**src/rtl/clint_pkg.sv**
```systemverilog
// clint_pkg: shared CLINT types and helpers used by the RTC reference generator
package clint_pkg;

   typedef enum logic [1:0] {
      IDLE,
      RUN,
      PEND
   } rtc_gen_state_e;

   // Rounded phase increment so that clk_hz * inc / 2^w approximates rtc_hz
   function automatic logic [63:0] rtc_inc(input logic [63:0] clk_hz,
                                           input logic [63:0] rtc_hz,
                                           input int unsigned w);
      return ((rtc_hz << w) + (clk_hz >> 1)) / clk_hz;
   endfunction

endpackage

```
**src/rtl/clint_rtc_gen.sv**
```systemverilog
// clint_rtc_gen: NCO-based RTC square-wave source for the CLINT rtc_i input, retunable at period boundaries
module clint_rtc_gen
   import clint_pkg::*;
#(
   parameter int unsigned     ACC_WIDTH   = 32,
   parameter longint unsigned CLK_FREQ_HZ = 50_000_000,
   parameter longint unsigned RTC_FREQ_HZ = 32_768
) (
   input  logic                 clk_i,
   input  logic                 rst_i,
   input  logic                 en_i,
   input  logic                 cfg_valid_i,
   output logic                 cfg_ready_o,
   input  logic [ACC_WIDTH-1:0] cfg_inc_i,
   output logic                 cfg_err_o,
   output logic [ACC_WIDTH-1:0] inc_o,
   output logic                 rtc_o,
   output logic                 tick_o
);

   localparam int unsigned            MSB       = ACC_WIDTH - 1;
   localparam logic [63:0]            INC_DEF64 = rtc_inc(CLK_FREQ_HZ, RTC_FREQ_HZ, ACC_WIDTH);
   localparam logic [ACC_WIDTH-1:0]   INC_DEF   = INC_DEF64[ACC_WIDTH-1:0];
   localparam logic [ACC_WIDTH-1:0]   INC_MAX   = {2'b01, {(ACC_WIDTH-2){1'b0}}};

   if (ACC_WIDTH < 16 || ACC_WIDTH > 40) begin : g_bad_width
      $error("clint_rtc_gen: ACC_WIDTH must be within 16..40");
   end
   if (4 * RTC_FREQ_HZ > CLK_FREQ_HZ) begin : g_bad_freq
      $error("clint_rtc_gen: RTC_FREQ_HZ must not exceed CLK_FREQ_HZ/4");
   end

   rtc_gen_state_e       state_q, state_n;
   logic [ACC_WIDTH-1:0] acc_q, acc_sum, acc_n;
   logic [ACC_WIDTH-1:0] inc_q, inc_n;
   logic [ACC_WIDTH-1:0] pend_q, pend_n;
   logic                 wrap, accept, legal, load;
   logic                 tick_q, tick_n;
   logic                 err_q, err_n;

   assign {wrap, acc_sum} = {1'b0, acc_q} + {1'b0, inc_q};
   assign acc_n           = en_i ? acc_sum : acc_q;
   assign tick_n          = en_i & ~acc_q[MSB] & acc_sum[MSB];
   assign cfg_ready_o     = state_q != PEND;
   assign accept          = cfg_valid_i & cfg_ready_o;
   assign legal           = (cfg_inc_i != '0) && (cfg_inc_i <= INC_MAX);
   assign load            = accept & legal;
   assign err_n           = accept & ~legal;

   assign rtc_o     = acc_q[MSB];
   assign tick_o    = tick_q;
   assign cfg_err_o = err_q;
   assign inc_o     = inc_q;

   // Next-state and increment selection: updates while running wait for a carry-out so phase stays continuous
   always_comb begin
      state_n = state_q;
      inc_n   = inc_q;
      pend_n  = pend_q;
      unique case (state_q)
         IDLE: begin
            inc_n   = load ? cfg_inc_i : inc_q;
            state_n = en_i ? RUN : IDLE;
         end
         RUN: begin
            if (!en_i) begin
               inc_n   = load ? cfg_inc_i : inc_q;
               state_n = IDLE;
            end else if (load) begin
               pend_n  = cfg_inc_i;
               state_n = PEND;
            end
         end
         PEND: begin
            if (!en_i) begin
               inc_n   = pend_q;
               state_n = IDLE;
            end else if (wrap) begin
               inc_n   = pend_q;
               state_n = RUN;
            end
         end
         default: state_n = IDLE;
      endcase
   end

   // State, accumulator and pulse registers; reset discards any pending update
   always_ff @(posedge clk_i) begin
      if (rst_i) begin
         state_q <= IDLE;
         acc_q   <= '0;
         inc_q   <= INC_DEF;
         pend_q  <= '0;
         tick_q  <= 1'b0;
         err_q   <= 1'b0;
      end else begin
         state_q <= state_n;
         acc_q   <= acc_n;
         inc_q   <= inc_n;
         pend_q  <= pend_n;
         tick_q  <= tick_n;
         err_q   <= err_n;
      end
   end

endmodule

```
**config.mk**
```make
export PLATFORM = sky130hd
export DESIGN_NAME = clint_rtc_gen
export DESIGN_NICKNAME = d
export VERILOG_FILES = /design/src/rtl/clint_pkg.sv /design/src/rtl/clint_rtc_gen.sv
export SDC_FILE = /design/constraint.sdc
export NUM_CORES = 1
export LEC_CHECK = 0
export ABC_AREA = 1
export CORE_AREA = 2 2 148 92
export CTS_CLUSTER_DIAMETER = 60
export DETAILED_ROUTE_END_ITERATION = 8
export DIE_AREA = 0 0 150 94
export PLACE_DENSITY = 0.73
export SLEW_MARGIN = 10
export SYNTH_ARGS = -nofsm -noshare
export SYNTH_HDL_FRONTEND = slang
export SYNTH_SLANG_ARGS = --single-unit
```
**constraint.sdc**
```tcl
create_clock -name clk_i -period 4.1 [get_ports clk_i]
set_input_delay 1.23 -clock clk_i [delete_from_list [all_inputs] [get_ports clk_i]]
set_output_delay 1.23 -clock clk_i [all_outputs]
set_load 0.01 [all_outputs]
```
# After elaboration in Yosys (flattened, before gate mapping)
# Cells that the tools add are included.
[totals]
reg_bits = 100
latch_bits = 0
ram_bits = 0
romBits = 0
inputBits = 36
out_inout_bits = 36
memories = 0
[classes]
n_addsub = 1
multipliers = 0
div = 0
order_cmp = 1
eq_ne = 6
shifts = 0
n_mux = 11
bitwise = 7
n_reduce_logical = 7
[ops]
columns = ["op", "count"]
rows = [
  ["$mux 32", 4],
  ["$pmux 32 s3", 1],
  ["$add 32x32->33", 1],
  ["$le 32x31->1 const B", 1],
  ["$reduce_bool 32->1", 1],
  ["$mux 2", 4],
  ["$ne 3x3->1 const B", 2],
  ["$pmux 2 s3", 1],
  ["$reduce_and 3->1", 2],
  ["$and 1x1->1", 5],
  ["$ne 2x2->1 const B", 2],
  ["$reduce_bool 3->1", 1],
  ["$eq 2x1->1 const B", 1],
  ["$eq 2x2->1 const B", 1],
  ["$logic_not 2->1", 1],
  ["$not 1->1", 2],
  ["$reduce_and 2->1", 1],
  ["$logic_and 1x1->1", 1],
  ["$mux 1", 1],
]

# Longest topological paths before layout
[logic_depth]
word_depth = 6
mapped_depth = 15
mapped_depth_nobuf = 15

# Worst setup path before layout
# Ideal clock, no wire load.
[synth_path]
path_kind = "input -> register"
startpoint = "in cfg_inc_i[11]"
endpoint = "reg pend_q[20]"
setup_time_ns = 0.116
t_arrival_ns = 2.385
required_time_ns = 3.984
setup_slack_ns = 1.599
cell_stages = 13
n_path_buf = 1
path_cell_list = "inv_1 > nand2_1 > nor2_1 > nand2_1 > nor2_1 > nand2_1 > nand2_1 > nand3_1 > nor2_2 > inv_1 > buf_2 > nor2_1 > nor2_1"
[synth_between]
elab_chain_len = 4
elab_cells_between_ends = 5
classes_between = "order compare: 1; bitwise: 1; reduce/logical: 3"
[synth_rtl]
columns = ["item", "line_no", "rtl"]
rows = [
  ["start: declaration", "clint_rtc_gen.sv:14", "input logic [ACC_WIDTH-1:0] cfg_inc_i,"],
  ["$le 32x31->1 or $reduce_bool 32->1 (tied branches)", "clint_rtc_gen.sv:46", "assign legal = (cfg_inc_i != '0) && (cfg_inc_i <= INC_MAX);"],
  ["$logic_and 1x1->1 *", "clint_rtc_gen.sv:46", ""],
  ["$and 1x1->1 *", "clint_rtc_gen.sv:47", "assign load = accept & legal;"],
  ["$reduce_and 3->1 (no source line) *", "n/a", ""],
  ["end signal: assignment", "clint_rtc_gen.sv:100", "pend_q <= pend_n;"],
  ["end: declaration", "clint_rtc_gen.sv:36", "logic [ACC_WIDTH-1:0] pend_q, pend_n;"],
]
# Every way passes the cells marked *; elsewhere a longest branch is shown, timed or not.
# A chain may end at the register's enable or synchronous reset.

# Worst setup path after layout
[layout_path]
startpoint = "in cfg_inc_i[13]"
endpoint = "reg inc_q[25] (netlist: inc_o[25])"
[layout_between]
elab_chain_len = 6
elab_cells_between_ends = 7
classes_between = "order compare: 1; mux: 3; bitwise: 1; reduce/logical: 2"
[layout_rtl]
columns = ["item", "line_no", "rtl"]
rows = [
  ["$le 32x31->1 or $reduce_bool 32->1 (tied branches)", "clint_rtc_gen.sv:46", ""],
  ["$logic_and 1x1->1 *", "clint_rtc_gen.sv:46", ""],
  ["$and 1x1->1 *", "clint_rtc_gen.sv:47", ""],
  ["$mux 32 *", "n/a", ""],
  ["$mux 32", "n/a", ""],
  ["$pmux 32 s3 *", "n/a", ""],
  ["end signal: assignment", "clint_rtc_gen.sv:99", "inc_q <= inc_n;"],
  ["end: declaration", "clint_rtc_gen.sv:35", "logic [ACC_WIDTH-1:0] inc_q, inc_n;"],
]
# Every way passes the cells marked *; elsewhere a longest branch is shown, timed or not. The select of a mux whose other input is x is not followed.

==> impl_results.md <==
- Number of cells produced by synthesis: 1033
- Total core area: 12700 um2
- Total of fill cells in the finished design: 1269
- Remaining Overflow, GRT: 0
- Drt drc: 0
- Cell area after synthesis: 6290 um2
- Top library cells by usage in the layout, fill and taps aside: nand2_1 (284), nor2_1 (191), inv_1 (135), dfxtp_1 (100), o21ai_0 (79)
- Global-route wire length before repair: 27.6 mm
- Number of nets produced by synthesis: 1102
- Final critical-path required period: 3280 ps
- Number of library cell types mapped by synthesis: 34
- Sink count of the clock tree: 100
- Worst Path Required: 4340 ps
- Later-pin clock latency in the skew report: 350 ps
- Yosys warning count: 0
- Status: finished, final reports clean
- Min-Delay Path Class: reg -> reg
- Die height: 94 um
- Final ANT Viol Nets: 0
- Start of the worst register-to-register path: inc_o[0]
- CTS resizes: 0
- Minimum setup slack among reg-to-reg paths: 1400 ps
- Via-to-Cell Ratio: 4.96
- Worst Path Arrival: 3530 ps
- Max Clock Skew: 4.73 ps
- First DRT Iteration DRCs: 541
- Setup violations, final: 0
- Clock tree from TritonCTS: done
- Worst setup path startpoint: cfg_inc_i[13]
- Setup Fix Bufs, Post-CTS: 0
- CTS Buf Count: 9
- Fraction of synthesis flops using an asynchronous set or reset pin: 0%
- Type of element launching the critical path: input pin
- Headroom to the max-slew limit: 54.8%
- Initial antenna violation count: 0
- Hold Fails Final Rpt: 0
- Total track usage: 24.8%
- Detailed-routed wire length on met3: 1.50 mm
- Most common library cell in the layout ignoring fill and taps: nand2_1
- Peak fanout along the critical path: 51
- Highest metal layer used by the detailed router: met4
- Post-Route WL: 16.7 mm
- Layout overhead on the synthesized area: 17.5%
- Wire per inst: 13.2 um
- Largest area contributor in the netlist: dfxtp_1
- Standard-cell rows: 32
- M1 wire length: 8.58 mm
- Count of TritonRoute iterations in the first routing pass: 5
- Leakage dissipation: 3.75 nW
- Min-delay src: pend_q[31]
- Metal2 WL: 6.49 mm
- Maximum clock insertion buffer count: 2
- Worst vdd rail ir drop: 237 uV
- Unrepaired setup endpoints after global routing: false
- Post-Synthesis Mean Instance Area: 6.09 um2
- I/O Buffers: 71
- Tightest hold margin: 463 ps
- Clk root buf: clkbuf_16
- Ant diodes: 0
- Die Outline Area: 14100 um2
- Layout cell share with drive strength beyond 1: 3.39%
- RePlAce Congestion: 0.966
- Final max-slew violation count: 0
- Critical path endpoint category: flop
- Total via count in the routed design: 6258
- Sum of negative setup slack: 0 ps
- Cts-stage hold buffer count: 0
- Initial core utilization: 49.7%
- Length in cells of the worst reg-to-reg path: 13
- Htree depth: 3
- Number of max-cap violations: 0
- Area of the multi-input gates: 3610 um2
- Final setup slack of the worst path: 816 ps
- Slew at the pin closest to its max-slew limit: 679 ps
- Clock transition at the register clock pins on the worst setup and hold paths after CTS: 70 ps
- Worst Hold Depth: 2
- Vias in the first global route: 5526
- Horizontal die dimension: 150 um
- Critical path class: in -> reg
- Top post-synthesis cells by area: dfxtp_1 (32%), nand2_1 (17%), nor2_1 (11%), inv_1 (8.1%), ha_1 (6.4%)
- Pin count of the biggest net entering global routing: 71
- Seq/Total Area, Yosys: 31.8%
- Top cell type's share of synthesized area: 31.8%
- Number of enable flip-flop cells after synthesis: 0
- Register bit total from synthesis: 100
- Crit share post-route: 80.1%
- DPL Wire Length: 12.5 mm
- Final #Nets: 1155
- Worst slack at placement: 456 ps
- Power per Cell Area: 347 nW/um2
- Total I/O pin count: 72
- Register Area: 2000 um2
- Total power draw: 2.57 mW
- Main flop type after synthesis: dfxtp_1
- Highest clock rate: 0.304 GHz
## per-layer routing
layer / global-route usage (%) / up-vias
met2: 36.8 / 208
met1: 37.8 / 2708
met3: 4.51 / 10
li1: - / 3332
met4: 3.62 / 0
met5: 0 / -
## metrics by stage
| step | utilization [%] | instance area, um2 | instances |
|---|---|---|---|
| after floorplan | - | 6290 | 1033 |
| after global placement | 56.2 | 7110 | 1245 |
| after detailed placement | 56.2 | 7110 | 1245 |
| after CTS | 58.4 | 7390 | 1261 |
| after global routing | 58.4 | 7390 | 1261 |
| final | 58.4 | 7390 | 1261 |
## where the power goes
part           leakage (nW)  switching (mW)  internal, mW
logic                  2.80           0.399         0.259
registers             0.819          0.0481          1.03
clock network         0.132           0.407         0.422
total                  3.75           0.854          1.71
## registers in the layout, summed over array words and instances, names as in the netlist
| signal | count |
|---|---|
| acc_q | 32 |
| cfg_err_o | 1 |
| inc_o | 32 |
| pend_q | 32 |
| state_q | 2 |
| tick_o | 1 |
## synthesized netlist by cell type (2+ instances only)
master      n
a21o_1      4
buf_6       2
clkbuf_2    2
buf_2      11
nand3_1    57
buf_1       3
xnor2_1     3
inv_1     135
nand2_2     3
nor3_1      6
nor2_2      3
xor2_1     14
inv_2       3
clkbuf_1   18
nor2_1    192
a21oi_1    56
o21ai_0    79
dfxtp_1   100
nand4_1     4
nand3b_1    2
ha_1       32
o21bai_1    9
nand2_1   284
## logic make-up after synthesis
logic type               synth area share (%)
buffers and inverters                    10.9
XOR/XNOR                                 2.37
flip-flops                               31.8
adder cells (fa/ha/maj)                  6.69
AO/OA/AOI/OAI                            12.9
AND/OR/NAND/NOR                          35.2
## area by class of cell
class,count,area share (%)
Sequential cell,100,27.1
Clock inverter,7,0.796
Inverter,139,7.06
Timing Repair Buffer,78,10.3
Tap cell,170,2.88
Clock buffer,9,3.05
Multi-Input combinational cell,758,48.8
## critical path: stages
cell	delay (ps)
clkdlybuf4s50_1	400
inv_1	80
nand2_1	50
nor2_1	130
nand2_1	90
nor2_1	200
nand2_1	70
nand2_1	90
nand4_1	90
nand2_1	370
nand2_4	410
nor2_1	220
nor2_1	70
## worst paths after layout
check / to
setup / recovery: inc_o[25]
hold / removal: pend_q[31]
setup reg to reg: inc_o[25]
hold reg to reg: pend_q[31]
Power figures use the tool's default switching activity.
